**config.mk**
```make
export PLATFORM = sky130hd
export DESIGN_NAME = sha256_packer
export DESIGN_NICKNAME = d
export VERILOG_FILES = /design/src/rtl/sha256_pkg.sv /design/src/rtl/sha256_packer.sv
export SDC_FILE = /design/constraint.sdc
export NUM_CORES = 1
export LEC_CHECK = 0
export BUFFER_PORTS_ARGS = -buffer_cell sky130_fd_sc_hd__buf_4
export CORE_MARGIN = 4
export CORE_UTILIZATION = 40
export CTS_CLUSTER_SIZE = 8
export DETAILED_ROUTE_END_ITERATION = 8
export GPL_TIMING_DRIVEN = 1
export HOLD_SLACK_MARGIN = 0.03
export MAX_ROUTING_LAYER = met4
export PLACE_DENSITY = 0.71
export SLEW_MARGIN = 5
export SYNTH_ARGS = -nofsm -noshare
export SYNTH_HDL_FRONTEND = slang
export SYNTH_SLANG_ARGS = --single-unit
```
**constraint.sdc**
```tcl
create_clock -name clk -period 2.5 [get_ports clk]
set_input_delay 0.125 -clock clk [delete_from_list [all_inputs] [get_ports clk]]
set_output_delay 0.125 -clock clk [all_outputs]
set_load 0.02 [all_outputs]
```
**src/rtl/sha256_pkg.sv**
```systemverilog
// Shared definitions for the SHA-256 front-end packer: FSM states and message geometry.
package sha256_pkg;

   typedef enum logic [1:0] {
      COLLECT = 2'd0,
      ISSUE   = 2'd1,
      WAIT    = 2'd2
   } state_t;

   localparam int MSG_BYTES = 32;
   localparam int IDX_W     = $clog2(MSG_BYTES);

endpackage

```
**src/rtl/sha256_packer.sv**
```systemverilog
// Packs a 32-byte framed byte stream into one wide word, starts the hash core with a single
// pulse, and waits (bounded) for its result before accepting the next message.
module sha256_packer
   import sha256_pkg::*;
#(
   parameter int TIMEOUT_CYCLES = 256
) (
   input  logic                        clk,
   input  logic                        rst_n,
   input  logic                        s_valid,
   input  logic [7:0]                  s_data,
   input  logic                        s_last,
   output logic                        s_ready,
   output logic                        h_valid,
   output logic [MSG_BYTES-1:0][7:0]   h_data,
   input  logic                        h_done,
   output logic                        err,
   output logic [15:0]                 msg_count
);

   localparam int TMO_W = (TIMEOUT_CYCLES > 1) ? $clog2(TIMEOUT_CYCLES) : 1;
   localparam logic [TMO_W-1:0] TMO_LAST = TMO_W'(TIMEOUT_CYCLES - 1);
   localparam logic [IDX_W-1:0] LAST_IDX = IDX_W'(MSG_BYTES - 1);

   state_t             state;
   logic [IDX_W-1:0]   idx;
   logic               discard;
   logic [TMO_W-1:0]   tmo;

   // s_ready is registered from the next state so it is low in reset and rises on the first edge.
   always_ff @(posedge clk or negedge rst_n) begin
      if (!rst_n) begin
         state     <= COLLECT;
         idx       <= '0;
         discard   <= 1'b0;
         tmo       <= '0;
         s_ready   <= 1'b0;
         h_valid   <= 1'b0;
         h_data    <= '0;
         err       <= 1'b0;
         msg_count <= '0;
      end else begin
         h_valid <= 1'b0;
         err     <= 1'b0;
         case (state)
            COLLECT: begin
               s_ready <= 1'b1;
               if (s_valid && s_ready) begin
                  if (discard) begin
                     // Dropping the tail of an over-length message until its terminator.
                     if (s_last) discard <= 1'b0;
                  end else begin
                     h_data[idx] <= s_data;
                     if (s_last) begin
                        idx <= '0;
                        if (idx == LAST_IDX) begin
                           state   <= ISSUE;
                           h_valid <= 1'b1;
                           s_ready <= 1'b0;
                        end else begin
                           err <= 1'b1;
                        end
                     end else if (idx == LAST_IDX) begin
                        idx     <= '0;
                        err     <= 1'b1;
                        discard <= 1'b1;
                     end else begin
                        idx <= idx + 1'b1;
                     end
                  end
               end
            end
            ISSUE: begin
               s_ready <= 1'b0;
               tmo     <= '0;
               state   <= WAIT;
            end
            WAIT: begin
               // Completion wins over timeout when both happen in the same cycle.
               if (h_done) begin
                  msg_count <= msg_count + 16'd1;
                  state     <= COLLECT;
                  s_ready   <= 1'b1;
               end else if (tmo == TMO_LAST) begin
                  err     <= 1'b1;
                  state   <= COLLECT;
                  s_ready <= 1'b1;
               end else begin
                  tmo <= tmo + 1'b1;
               end
            end
            default: begin
               state   <= COLLECT;
               s_ready <= 1'b0;
            end
         endcase
      end
   end

endmodule

```
==> results.json <==
{
  "status": "completed",
  "cts_root_buf": "clkbuf_16",
  "path_delay_family": "simple AND/OR/NAND/NOR gates",
  "gr-usage-all-layers_pct": 19.7,
  "slowest_stage": "dfrtp_1",
  "drt_iter0_drc": 375,
  "fin_ws_ps": 534,
  "post_route_cells_drive_above_1_share_pct": 59.5,
  "yosysUniqueCellTypes": 50,
  "syn_area_um2": 11700,
  "critPathKind": "register to register",
  "rrSetupSlack_ps": 530,
  "ant_nets": 0,
  "critPathArrivalTime_ps": 2350,
  "grt_setup_unrepaired": "false",
  "start_util_pct": 40.6,
  "place_congestion": 0.749,
  "finalMaxSlewViolations": 0,
  "crit_fanout": 11,
  "fin_nets": 1084,
  "numPortBuffers": 287,
  "grt_pass1_vias": 7807,
  "hold_depth": 4,
  "synth.most_common_cell": "dfrtp_1",
  "drt-vias-per-instance": 5.11,
  "async_flop_share_pct": 100,
  "synth_nets": 778,
  "die_y_um": 179,
  "hold_path.class": "primary input to register",
  "crit_chain": "nand4bb_4 -> nor3b_2 -> buf_4 -> nand2_2 -> mux2_1",
  "htreeDepth": 2,
  "r2r_end": "h_data[1]",
  "required_ps": 2890,
  "avgSynthCellArea_um2": 15.4,
  "max_freq_mhz": 509,
  "clkTransAtPathRegs_ps": 50,
  "syn_inst": 757,
  "synth_seq_cells": 291,
  "hold_viol_final": 0,
  "dieArea_um2": 32000,
  "fp.dieW_um": 179,
  "grt_max_degree": 73,
  "finalCritPeriodShare_pct": 78.6,
  "area_growth_syn_to_layout_pct": 31.8,
  "cap_violations": 0,
  "p_leak_uw": 0.00812,
  "firstDrtPassIters": 5,
  "wl_per_cell_um": 21.4,
  "numCtsBuffers": 42,
  "seq_area_um2": 7280,
  "overflow": 0,
  "ys_warn_count": 0,
  "vias": 7407,
  "power_density_nw_per_um2": 786,
  "power.total_uw": 12100,
  "fill_cells": 2390,
  "cts_sinks": 291,
  "synth_top_area_cell": "dfrtp_1",
  "fin_util_pct": 53.5,
  "drc": 0,
  "synth_area_leaders": "dfrtp_1 (62%), mux2_2 (23%), nand2_8 (1.4%)",
  "synth_top_area_share_pct": 62.3,
  "ios": 288,
  "maxSlewHeadroom_pct": 53.3,
  "pre_cts_ws_ps": 522,
  "clock_skew_ps": 15.6,
  "finalSetupViolations": 0,
  "crit_path_start": "state[0]",
  "fp-row-count": 62,
  "ir_drop_uv": 572,
  "worst_pin_slew_ps": 694,
  "yosys-top-cells-count": "dfrtp_1 (291), mux2_2 (236), clkbuf_1 (27), nand2_2 (24)",
  "seq_area_frac_synth_pct": 62.3,
  "critical-path-max-stage-delay_ps": 490,
  "post_cts.repair.setup_buffers": 0,
  "r2r_start": "state[0]",
  "cp_num_buf_inv": 1,
  "core_area_um2": 28800,
  "tns_ps": 0,
  "cts_tree": "yes",
  "synth_flop_cell": "dfrtp_1",
  "antenna_found_initial": 0,
  "multi_input_area_um2": 4220,
  "dp_hpwl_mm": 20.5,
  "clk_path_buf_depth": 3,
  "holdPathEnd": "discard",
  "cp-end-kind": "register",
  "synth_edf_count": 0,
  "drt-total-wl_mm": 31.0,
  "grt_pass1_wl_mm": 46.7,
  "min_from": "s_valid",
  "insertion_delay_ps": 520,
  "antennaDiodeCount": 0,
  "period_minus_slack_ps": 1970,
  "cp-start-kind": "register",
  "worstRegToRegCells": 5
}
==> tightest hold or removal path, stage by stage <==
cell and delay, ps:
buf_4 130, nand2_1 80, nor3_1 60, a21oi_1 130
==> placed cells by master, fill, tap and decap left out, types with 6 or more instances in the layout <==
master     netlist  final
mux2_4           9      9
and3_1           6      6
buf_4            6    291
clkbuf_16        0     42
nor2_1           8      8
mux2_2         236    236
xor2_1           7      7
ha_1             8      8
o21ai_0          7      7
nand3_1         17     17
dfrtp_1        291    291
mux2_1          12     12
nand2_1         17     17
xnor2_1         10     10
nand2_2         24     24
nand2_8          8      8
==> how the worst max path moves through the flow <==
stage                        to  depth (start not counted)
floorplan           h_data[112]                          6
finish                h_data[1]                          5
detailed placement    h_data[7]                          5
CTS                   h_data[1]                          5
global placement      h_data[1]                          5
global route             tmo[2]                          6
==> cell families after synthesis <==
logic type | count (synthesis) | synth area share (%)
xor+xnor | 17 | 1.27
fa+ha+maj | 8 | 0.857
flops | 291 | 62.3
compound gates | 22 | 1.23
buf+inv | 42 | 1.76
mux | 257 | 25.1
simple gates | 120 | 7.49
==> per-stage QoR <==
| step | cell area (um2) | hold slack, ps | cells |
|---|---|---|---|
| after detailed placement | 14300 | 150 | 1400 |
| after global placement | 14300 | 144 | 1400 |
| final | 15400 | 52.1 | 1449 |
| after floorplan | 11700 | -171 | 757 |
| after CTS | 15400 | 34.1 | 1449 |
| after global routing | 15400 | 96.3 | 1449 |
==> sequential cells by signal, indices dropped and copies added, names as in the netlist <==
name       flops
err            1
msg_count     16
s_ready        1
idx            5
tmo            8
discard        1
h_data       256
state          2
h_valid        1
==> power breakdown <==
part           total, uW  switching, uW  internal, uW
combinational       1910           1080           827
sequential          5340            226          5110
clock               4860           1910          2950
total              12100           3210          8900
==> layer usage <==
| metal | up-vias | global-route usage, % | wire length [um] |
|---|---|---|---|
| met5 | - | - | 0 |
| met4 | 0 | 5.50 | 714 |
| met3 | 48 | 5.44 | 2290 |
| met2 | 240 | 31.9 | 15200 |
| met1 | 3837 | 24.4 | 12800 |
| li1 | 3282 | - | - |
==> final cells by class <==
class | instances | share of cell area, %
well taps | 384 | 3.12
multi-input cells | 424 | 27.4
clock inverters | 4 | 0.268
clock buffers | 42 | 6.82
repair buffers | 299 | 15.0
flip-flops and latches | 291 | 47.3
inverters | 5 | 0.122
==> timing repair <==
item,CTS,global route
gates resized for setup,0,0
hold buffers,3,0
endpoints found under the hold margin,77,0
Power figures use the tool's default switching activity.
